### src/rtl/washing_machine_ctrl_param.sv
// Parametrised washing-machine sequencer: FILL/WASH/RINSE(xN)/SPIN/DRY or STEAM-only,
// with seconds prescaler, pause, door-error resume from saved context, abort and status outputs.
module washing_machine_ctrl_param #(
  parameter int TICKS_PER_SEC = 1,
  parameter int CNT_W         = 8,
  parameter int T_FILL        = 10,
  parameter int T_WASH        = 50,
  parameter int T_RINSE       = 50,
  parameter int T_SPIN        = 20,
  parameter int T_DRY         = 60,
  parameter int T_STEAM       = 60,
  parameter int EXTRA_PASSES  = 1
) (
  input  logic             clk_i,
  input  logic             rst_i,
  input  logic             start_i,
  input  logic             double_wash_i,
  input  logic             dry_wash_i,
  input  logic             time_pause_i,
  input  logic             door_closed_i,
  input  logic             abort_i,
  output logic             done_o,
  output logic             error_signal_o,
  output logic [2:0]       phase_o,
  output logic [CNT_W-1:0] time_left_o
);

  localparam int    PRE_W  = (TICKS_PER_SEC > 1) ? $clog2(TICKS_PER_SEC) : 1;
  localparam int    PASS_W = (EXTRA_PASSES > 1) ? $clog2(EXTRA_PASSES + 1) : 1;
  localparam longint TMAX  = (64'd1 << CNT_W) - 64'd1;

  if (TICKS_PER_SEC < 1 || EXTRA_PASSES < 1 ||
      T_FILL  < 1 || T_FILL  > TMAX || T_WASH < 1 || T_WASH > TMAX ||
      T_RINSE < 1 || T_RINSE > TMAX || T_SPIN < 1 || T_SPIN > TMAX ||
      T_DRY   < 1 || T_DRY   > TMAX || T_STEAM < 1 || T_STEAM > TMAX) begin : g_bad_params
    $error("washing_machine_ctrl_param: illegal parameter set");
  end

  typedef enum logic [2:0] {
    S_IDLE  = 3'd0,
    S_FILL  = 3'd1,
    S_WASH  = 3'd2,
    S_RINSE = 3'd3,
    S_SPIN  = 3'd4,
    S_DRY   = 3'd5,
    S_STEAM = 3'd6,
    S_ERROR = 3'd7
  } state_e;

  function automatic logic [CNT_W-1:0] phase_dur(input state_e s);
    case (s)
      S_FILL:  phase_dur = CNT_W'(T_FILL);
      S_WASH:  phase_dur = CNT_W'(T_WASH);
      S_RINSE: phase_dur = CNT_W'(T_RINSE);
      S_SPIN:  phase_dur = CNT_W'(T_SPIN);
      S_DRY:   phase_dur = CNT_W'(T_DRY);
      S_STEAM: phase_dur = CNT_W'(T_STEAM);
      default: phase_dur = '0;
    endcase
  endfunction

  state_e              state_q, state_d, sv_state_q, sv_state_d;
  logic [CNT_W-1:0]    sec_q, sec_d, sv_sec_q, sv_sec_d;
  logic [PRE_W-1:0]    pre_q, pre_d, sv_pre_q, sv_pre_d;
  logic [PASS_W-1:0]   passes_q, passes_d, sv_passes_q, sv_passes_d;
  logic                done_q, done_d, err_q, err_d;
  logic [CNT_W-1:0]    tl_q, tl_d;
  logic                tick_s, last_sec_s;

  assign tick_s     = (pre_q == PRE_W'(TICKS_PER_SEC - 1));
  assign last_sec_s = (sec_q == phase_dur(state_q) - CNT_W'(1));

  // State, counter, saved-context and output registers
  always_ff @(posedge clk_i) begin
    if (rst_i) begin
      state_q     <= S_IDLE;
      sec_q       <= '0;
      pre_q       <= '0;
      passes_q    <= '0;
      sv_state_q  <= S_IDLE;
      sv_sec_q    <= '0;
      sv_pre_q    <= '0;
      sv_passes_q <= '0;
      done_q      <= 1'b0;
      err_q       <= 1'b0;
      tl_q        <= '0;
    end else begin
      state_q     <= state_d;
      sec_q       <= sec_d;
      pre_q       <= pre_d;
      passes_q    <= passes_d;
      sv_state_q  <= sv_state_d;
      sv_sec_q    <= sv_sec_d;
      sv_pre_q    <= sv_pre_d;
      sv_passes_q <= sv_passes_d;
      done_q      <= done_d;
      err_q       <= err_d;
      tl_q        <= tl_d;
    end
  end

  // Next-state: abort > door > pause > tick/phase-end
  always_comb begin
    state_d     = state_q;
    sec_d       = sec_q;
    pre_d       = pre_q;
    passes_d    = passes_q;
    sv_state_d  = sv_state_q;
    sv_sec_d    = sv_sec_q;
    sv_pre_d    = sv_pre_q;
    sv_passes_d = sv_passes_q;
    done_d      = done_q;
    if (abort_i) begin
      state_d     = S_IDLE;
      sec_d       = '0;
      pre_d       = '0;
      passes_d    = '0;
      sv_state_d  = S_IDLE;
      sv_sec_d    = '0;
      sv_pre_d    = '0;
      sv_passes_d = '0;
      done_d      = 1'b0;
    end else begin
      case (state_q)
        S_IDLE: begin
          sec_d = '0;
          pre_d = '0;
          if (start_i && door_closed_i) begin
            state_d  = dry_wash_i ? S_STEAM : S_FILL;
            done_d   = 1'b0;
            passes_d = double_wash_i ? PASS_W'(EXTRA_PASSES) : '0;
          end else begin
            state_d = S_IDLE;
          end
        end
        S_ERROR: begin
          if (door_closed_i) begin
            state_d  = sv_state_q;
            sec_d    = sv_sec_q;
            pre_d    = sv_pre_q;
            passes_d = sv_passes_q;
          end else begin
            state_d = S_ERROR;
          end
        end
        default: begin
          if (!door_closed_i) begin
            // The completing tick of this edge is dropped; resume re-runs it.
            sv_state_d  = state_q;
            sv_sec_d    = sec_q;
            sv_pre_d    = pre_q;
            sv_passes_d = passes_q;
            state_d     = S_ERROR;
          end else if (time_pause_i) begin
            state_d = state_q;
          end else if (tick_s) begin
            pre_d = '0;
            if (last_sec_s) begin
              sec_d = '0;
              case (state_q)
                S_FILL:  state_d = S_WASH;
                S_WASH:  state_d = S_RINSE;
                S_RINSE: begin
                  if (passes_q != '0) begin
                    state_d  = S_WASH;
                    passes_d = passes_q - PASS_W'(1);
                  end else begin
                    state_d = S_SPIN;
                  end
                end
                S_SPIN:  state_d = S_DRY;
                S_DRY, S_STEAM: begin
                  state_d = S_IDLE;
                  done_d  = 1'b1;
                end
                default: state_d = S_IDLE;
              endcase
            end else begin
              sec_d = sec_q + CNT_W'(1);
            end
          end else begin
            pre_d = pre_q + PRE_W'(1);
          end
        end
      endcase
    end
  end

  // Status outputs, computed from next state so the registered copies line up with phase
  always_comb begin
    err_d = (state_d == S_ERROR);
    if (state_d == S_ERROR) begin
      tl_d = phase_dur(sv_state_d) - sv_sec_d;
    end else if (state_d == S_IDLE) begin
      tl_d = '0;
    end else begin
      tl_d = phase_dur(state_d) - sec_d;
    end
  end

  assign phase_o        = state_q;
  assign done_o         = done_q;
  assign error_signal_o = err_q;
  assign time_left_o    = tl_q;

endmodule

### config.mk
export PLATFORM = sky130hd
export DESIGN_NAME = washing_machine_ctrl_param
export DESIGN_NICKNAME = d
export VERILOG_FILES = /design/src/rtl/washing_machine_ctrl_param.sv
export SDC_FILE = /design/constraint.sdc
export NUM_CORES = 1
export LEC_CHECK = 0
export CAP_MARGIN = 10
export CORE_ASPECT_RATIO = 0.7
export CORE_UTILIZATION = 50
export CTS_CLUSTER_DIAMETER = 100
export DETAILED_ROUTE_END_ITERATION = 6
export PLACE_DENSITY = 0.81
export SYNTH_ARGS = -nofsm -noshare
export SYNTH_HDL_FRONTEND = slang
export SYNTH_SLANG_ARGS = --single-unit
### constraint.sdc
create_clock -name clk_i -period 5.1 [get_ports clk_i]
set_input_delay 1.53 -clock clk_i [delete_from_list [all_inputs] [get_ports clk_i]]
set_output_delay 1.53 -clock clk_i [all_outputs]
set_load 0.005 [all_outputs]
* Yosys cells after proc, flatten, opt, wreduce, memory -nomap -nowiden
Cells that the tools add are included.
** Storage, ports and cells
- Flip-flop bits (word level) :: 36
- Latch bits :: 0
- Bits in writable memories :: 0
- Bits in read-only memories :: 0
- Input port bits :: 8
- Output and inout port bits :: 13
- Word-level logic and storage cells :: 117
- Memories kept :: 0
** Cells by class
- Add/subtract/negate cells :: 6
- Multipliers :: 0
- Div/mod/pow operators :: 0
- $lt $le $gt $ge :: 0
- Equal/unequal tests :: 26
- Shift operators :: 0
- Mux-type cells :: 53
- Bitwise logic cells :: 1
- Reduce and logical (&&, ||, !) cells :: 20
** Operators by type and width (number)
- 2-to-1 mux 8 bit :: 13
- one-hot mux 6 bit (4 select lines) :: 3
- 2-to-1 mux 3 bit :: 12
- equality test 3 bit (second input constant) :: 11
- 2-to-1 mux 1 bit :: 19
- equality test 3 x 2 -> 1 bit (second input constant) :: 6
- one-hot mux 8 bit (2 select lines) :: 1
- OR reduction 2 bit :: 8
- subtractor 8 bit :: 2
- one-hot mux 3 bit (4 select lines) :: 1
- equality test 3 x 1 -> 1 bit (second input constant) :: 3
- nonzero test 3 bit :: 3
- adder 8 x 1 -> 8 bit (second input constant) :: 1
- equality test 8 bit :: 1
- subtractor 8 x 1 -> 8 bit (second input constant) :: 1
- AND reduction 7 bit :: 1
- logical NOT 3 bit :: 2
- inequality test 3 x 1 -> 1 bit (second input constant) :: 2
- one-hot mux 1 bit (2 select lines) :: 3
- one-hot mux 3 bit (2 select lines) :: 1
- AND reduction 6 bit :: 1
- nonzero test 2 bit :: 3
- inequality test 2 x 1 -> 1 bit (second input constant) :: 2
- inequality test 2 bit (second input constant) :: 1
- 5 further kinds :: 5

* Logic depth before layout (Yosys ltp)
- Word-level depth :: 19
- Gate-level depth with buffers :: 22
- Gate-level depth less buffers :: 19

* Worst setup path before layout
No wires, ideal clock.
- Path kind :: input port to flip-flop
- From :: in door_closed_i
- To :: reg tl_q[7], in the netlist time_left_o[7]
- Setup time :: 0.147 ns
- Arrival time :: 4.445 ns
- Data required time :: 4.953 ns
- Setup slack :: 0.508 ns
- Stages :: 13
- Path through :: clkbuf_1 > nor3_1 > clkbuf_1 > mux2i_1 > nor2_1 > a211oi_1 > ha_1 > a21o_1 > a31o_2 > a211oi_1 > o21bai_1 > a211oi_1 > o32ai_2
** On the way
- Word-level cells in the longest chain between the ends :: 12
- Elaborated cells between the ends (all ways) :: 42
- Those cells by class :: 2 x add/sub; 13 x eq/ne; 21 x mux; 6 x reduce/logical
** RTL lines
- start: declaration :: line 20 : input logic door_closed_i,
- logical AND 1 bit :: line 128 : if (start_i && door_closed_i) begin
- 2-to-1 mux 3 bit :: line 128
- one-hot mux 3 bit (2 select lines) :: line 124 : case (state_q)
- 2-to-1 mux 3 bit :: line 113 : if (abort_i) begin
- equality test 3 bit / equality test 3 x 2 -> 1 bit (equally long branches) :: line 51 : case (s)
- OR reduction 2 bit (no line)
- one-hot mux 6 bit (4 select lines) :: line 51
- 2-to-1 mux 8 bit :: line 194 : end else if (state_d == S_IDLE) begin
- 2-to-1 mux 8 bit :: line 192 : if (state_d == S_ERROR) begin
- subtractor 8 bit :: line 197 : tl_d = phase_dur(state_d) - sec_d;
- 2-to-1 mux 8 bit :: line 194
- 2-to-1 mux 8 bit * :: line 192
- end signal: assignment :: line 98 : tl_q <= tl_d;
- end: declaration :: line 67 : logic [CNT_W-1:0] tl_q, tl_d;
Mark *: on every way between the ends. The rest lies on a longest branch, timed or not. The select of a mux whose other input is x is not followed.
A chain may end at the register's enable or synchronous reset.

* Worst setup path after layout
Ends and elaborated chain as after synthesis.

==> results.yml <==
critical_path:
  critPathTopFamily: "compound AO/OA/AOI/OAI gates"
  r2r_cells: 19
  rrSetupSlack_ps: 380
  slowest_stage: "clkdlybuf4s50_1"
  required_ps: 5240
  worstReg2RegStart: "phase_o[1]$_SDFF_PP0_"
  crit_fanout: 17
  worstReg2RegEnd: "time_left_o[7]$_SDFF_PP0_"
  cp-end-kind: "flop"
  worstPathArrival_ps: 4940
  crit_chain: "clkdlybuf4s50_1 -> buf_4 -> inv_1 -> nor3_1 -> o211a_1 -> or2_2 -> and2_1 -> ha_1 -> or2_2 -> a21oi_1 -> a21oi_1 -> a41o_1 -> o22ai_1 -> xor2_1 -> o32ai_2"
  crit_type: "primary input to flop"
  crit_buf_inv: 3
  critPathMaxStageDelay_ps: 540
  cp-start-kind: "primary input"
logic_synthesis:
  syn_area_um2: 2670
  ys_ff_latch: 36
  syn_nets: 361
  synthFlopType: "dfxtp_1"
  netlist_top_cells_area: "dfxtp_1, nor2_1, ha_1"
  synth_cell_type_count: 59
  synth.yosys.seq_area_share_pct: 27.0
  syn_inst: 339
  synth_top_area_cell: "dfxtp_1"
  synth_top_area_share_pct: 27.0
  yosysWarnings: 0
  syn_area_per_cell_um2: 7.87
  async_flop_share_pct: 0
  synth_edf_count: 0
global_routing:
  grt_pass1_wl_mm: 12.6
  grt_overflow: 0
  grt_pass1_vias: 2494
  antenna_found_initial: 0
  grt_usage_pct: 29.9
  grt_start_max_net_pins: 23
routing:
  route.detailed.drc: 0
  drtAntennaViolNets: 0
  drt_iter0_drc: 337
  wl_mm: 7.89
  via_per_inst: 6.35
  num_vias: 2743
  routedWlPerCell_um: 18.3
  dr.pass1.iters: 6
sta:
  hold_violations: 0
  layout_min_cycle_time_ps: 4800
  slew_viol_final: 0
  worst_pin_slew_ps: 903
  rsz0062_at_grt: "false"
  setup_viol: 0
  max_freq_ghz: 0.208
  maxSlewHeadroom_pct: 39.6
  setup_tns_ps: 0
  setup_ws_ps: 302
  finalClockSkew_ps: 8.16
  timing.final.crit_share_pct: 94.1
hold_path:
  holdPathStages: 2
  hold_class: "flop to flop"
  holdPathEnd: "done_o$_SDFFE_PP0P_"
  hp-start: "done_o$_SDFFE_PP0P_"
placed_design:
  portBuffers: 20
  dp_slack_ps: 99.3
  dp_hpwl_mm: 6.11
  gp_congestion: 0.978
  dp.cells: 424
die:
  fp.dieH_um: 63.1
  io-pin-count: 21
  rows: 21
  die_area_um2: 5630
  core-area_um2: 4940
  die_w_um: 89.3
  start_util_pct: 54.0
clocking:
  root_buffer: "clkbuf_8"
  clock_latency_ps: 290
  clock_path_buffers: 2
  cts-resized-gates: 0
  cts_sinks: 36
  numCtsBuffers: 5
  postCtsSetupBuffers: 0
  clk_pin_slew_worst_paths_ps: 80
  h-tree-depth: 2
  cts_tree: "yes"
  hold_buffers: 0
outcome:
  run_status: "finished, final reports clean"
layout:
  nets: 384
  layout_commonest_cell: "nor2_1"
  mostFrequentLayoutCells: "nor2_1, dfxtp_1, nand2_1"
  register_area_um2: 721
  num-fill-cells: 449
  multi_input_area_um2: 1820
  fin_cells: 432
  syn_to_final_growth_pct: 16.0
  num_antenna_cells: 0
  drive_gt1_share_pct: 11.0
power:
  vdd_drop_max_mv: 0.111
  power_density_nw_per_um2: 250
  p_leak_nw: 1.22
run:
  drv_cap: 0
==> registers in the layout (all words and copies together) (netlist names) <==
name,cells
sv_pre_q,1
passes_q,1
sv_passes_q,1
sv_sec_q,8
pre_q,1
error_signal_o,1
time_left_o,8
sec_q,8
sv_state_q,3
done_o,1
phase_o,3
==> metrics by stage <==
stage | cell area [um^2] | utilization (%) | power [mW] | hold WS, ps
floorplan | 2670 | - | 0.448 | 453
global placement | 2980 | 60.3 | 0.511 | 471
detailed placement | 2980 | 60.3 | 0.516 | 493
CTS | 3090 | 62.6 | 0.770 | 504
global route | 3090 | 62.6 | 0.804 | 552
finish | 3090 | 62.6 | 0.774 | 503
==> synthesized netlist by cell type, drive strengths merged (4+ instances only) <==
library cell and instances:
xnor2 7, xor2 8, nand3 6, nor2 48, mux2i 12, buf 5
inv 10, or3 4, a21oi 13, o22ai 8, o211a 4, or2 7
clkbuf 14, ha 12, nor3 14, mux2 5, nand2 29, a21o 11
o21ai 18, a31o 4, a211oi 9, nand4 5, dfxtp 36, and3 5
==> metal layers <==
metal  share of wire (%)  up-vias  routed length (um)  global-route usage, %
li1                    -     1285                   -                      -
met1                  47     1290                3680                   45.1
met2                  41      149                3220                   41.1
met3                  11       19                 875                   8.26
met4                 1.5        0                 122                   7.74
met5                   0        -                   0                      0
==> how the worst max path moves through the flow <==
stage                                startpoint                        end  slack, ps  cells past startpoint
after global routing      phase_o[1]$_SDFF_PP0_  time_left_o[7]$_SDFF_PP0_         50                     19
after floorplan                   door_closed_i  time_left_o[7]$_SDFF_PP0_        510                     13
after CTS                         door_closed_i  time_left_o[7]$_SDFF_PP0_        380                     15
after global placement            door_closed_i  time_left_o[7]$_SDFF_PP0_        100                     15
final                             door_closed_i  time_left_o[7]$_SDFF_PP0_        300                     15
after detailed placement          door_closed_i  time_left_o[7]$_SDFF_PP0_        100                     15
==> worst min-delay path, delay by kind of cell, from the launching register on <==
kind | cells | cell delay [ps]
AOI/OAI and AO/OA | 2 | 130
DFF | 1 | 330
==> cell type report <==
| type | count | share of cell area [%] |
|---|---|---|
| Inverter | 11 | 1.34 |
| Sequential cell | 36 | 23.3 |
| Clock inverter | 3 | 1.38 |
| Timing Repair Buffer | 35 | 10.1 |
| Clock buffer | 5 | 2.23 |
| Tap cell | 69 | 2.79 |
| Multi-Input combinational cell | 273 | 58.8 |
==> logic make-up after synthesis <==
family                     Yosys count  share of synthesized area [%]
xor gates and xnor gates            15                           4.93
AOI/OAI and AO/OA                   96                           26.4
DFF                                 36                           27.0
buffers and inverters               30                           4.74
and+or+nand+nor                    131                           23.2
adders and majority gates           14                           7.13
muxes                               17                           6.62
==> power breakdown <==
part | total, mW | internal [mW] | switching, mW
Sequential | 0.297 | 0.290 | 0.00704
Combinational | 0.220 | 0.0992 | 0.120
Clock | 0.258 | 0.145 | 0.113
Total | 0.774 | 0.534 | 0.240
(Power assumes the default switching activity.)
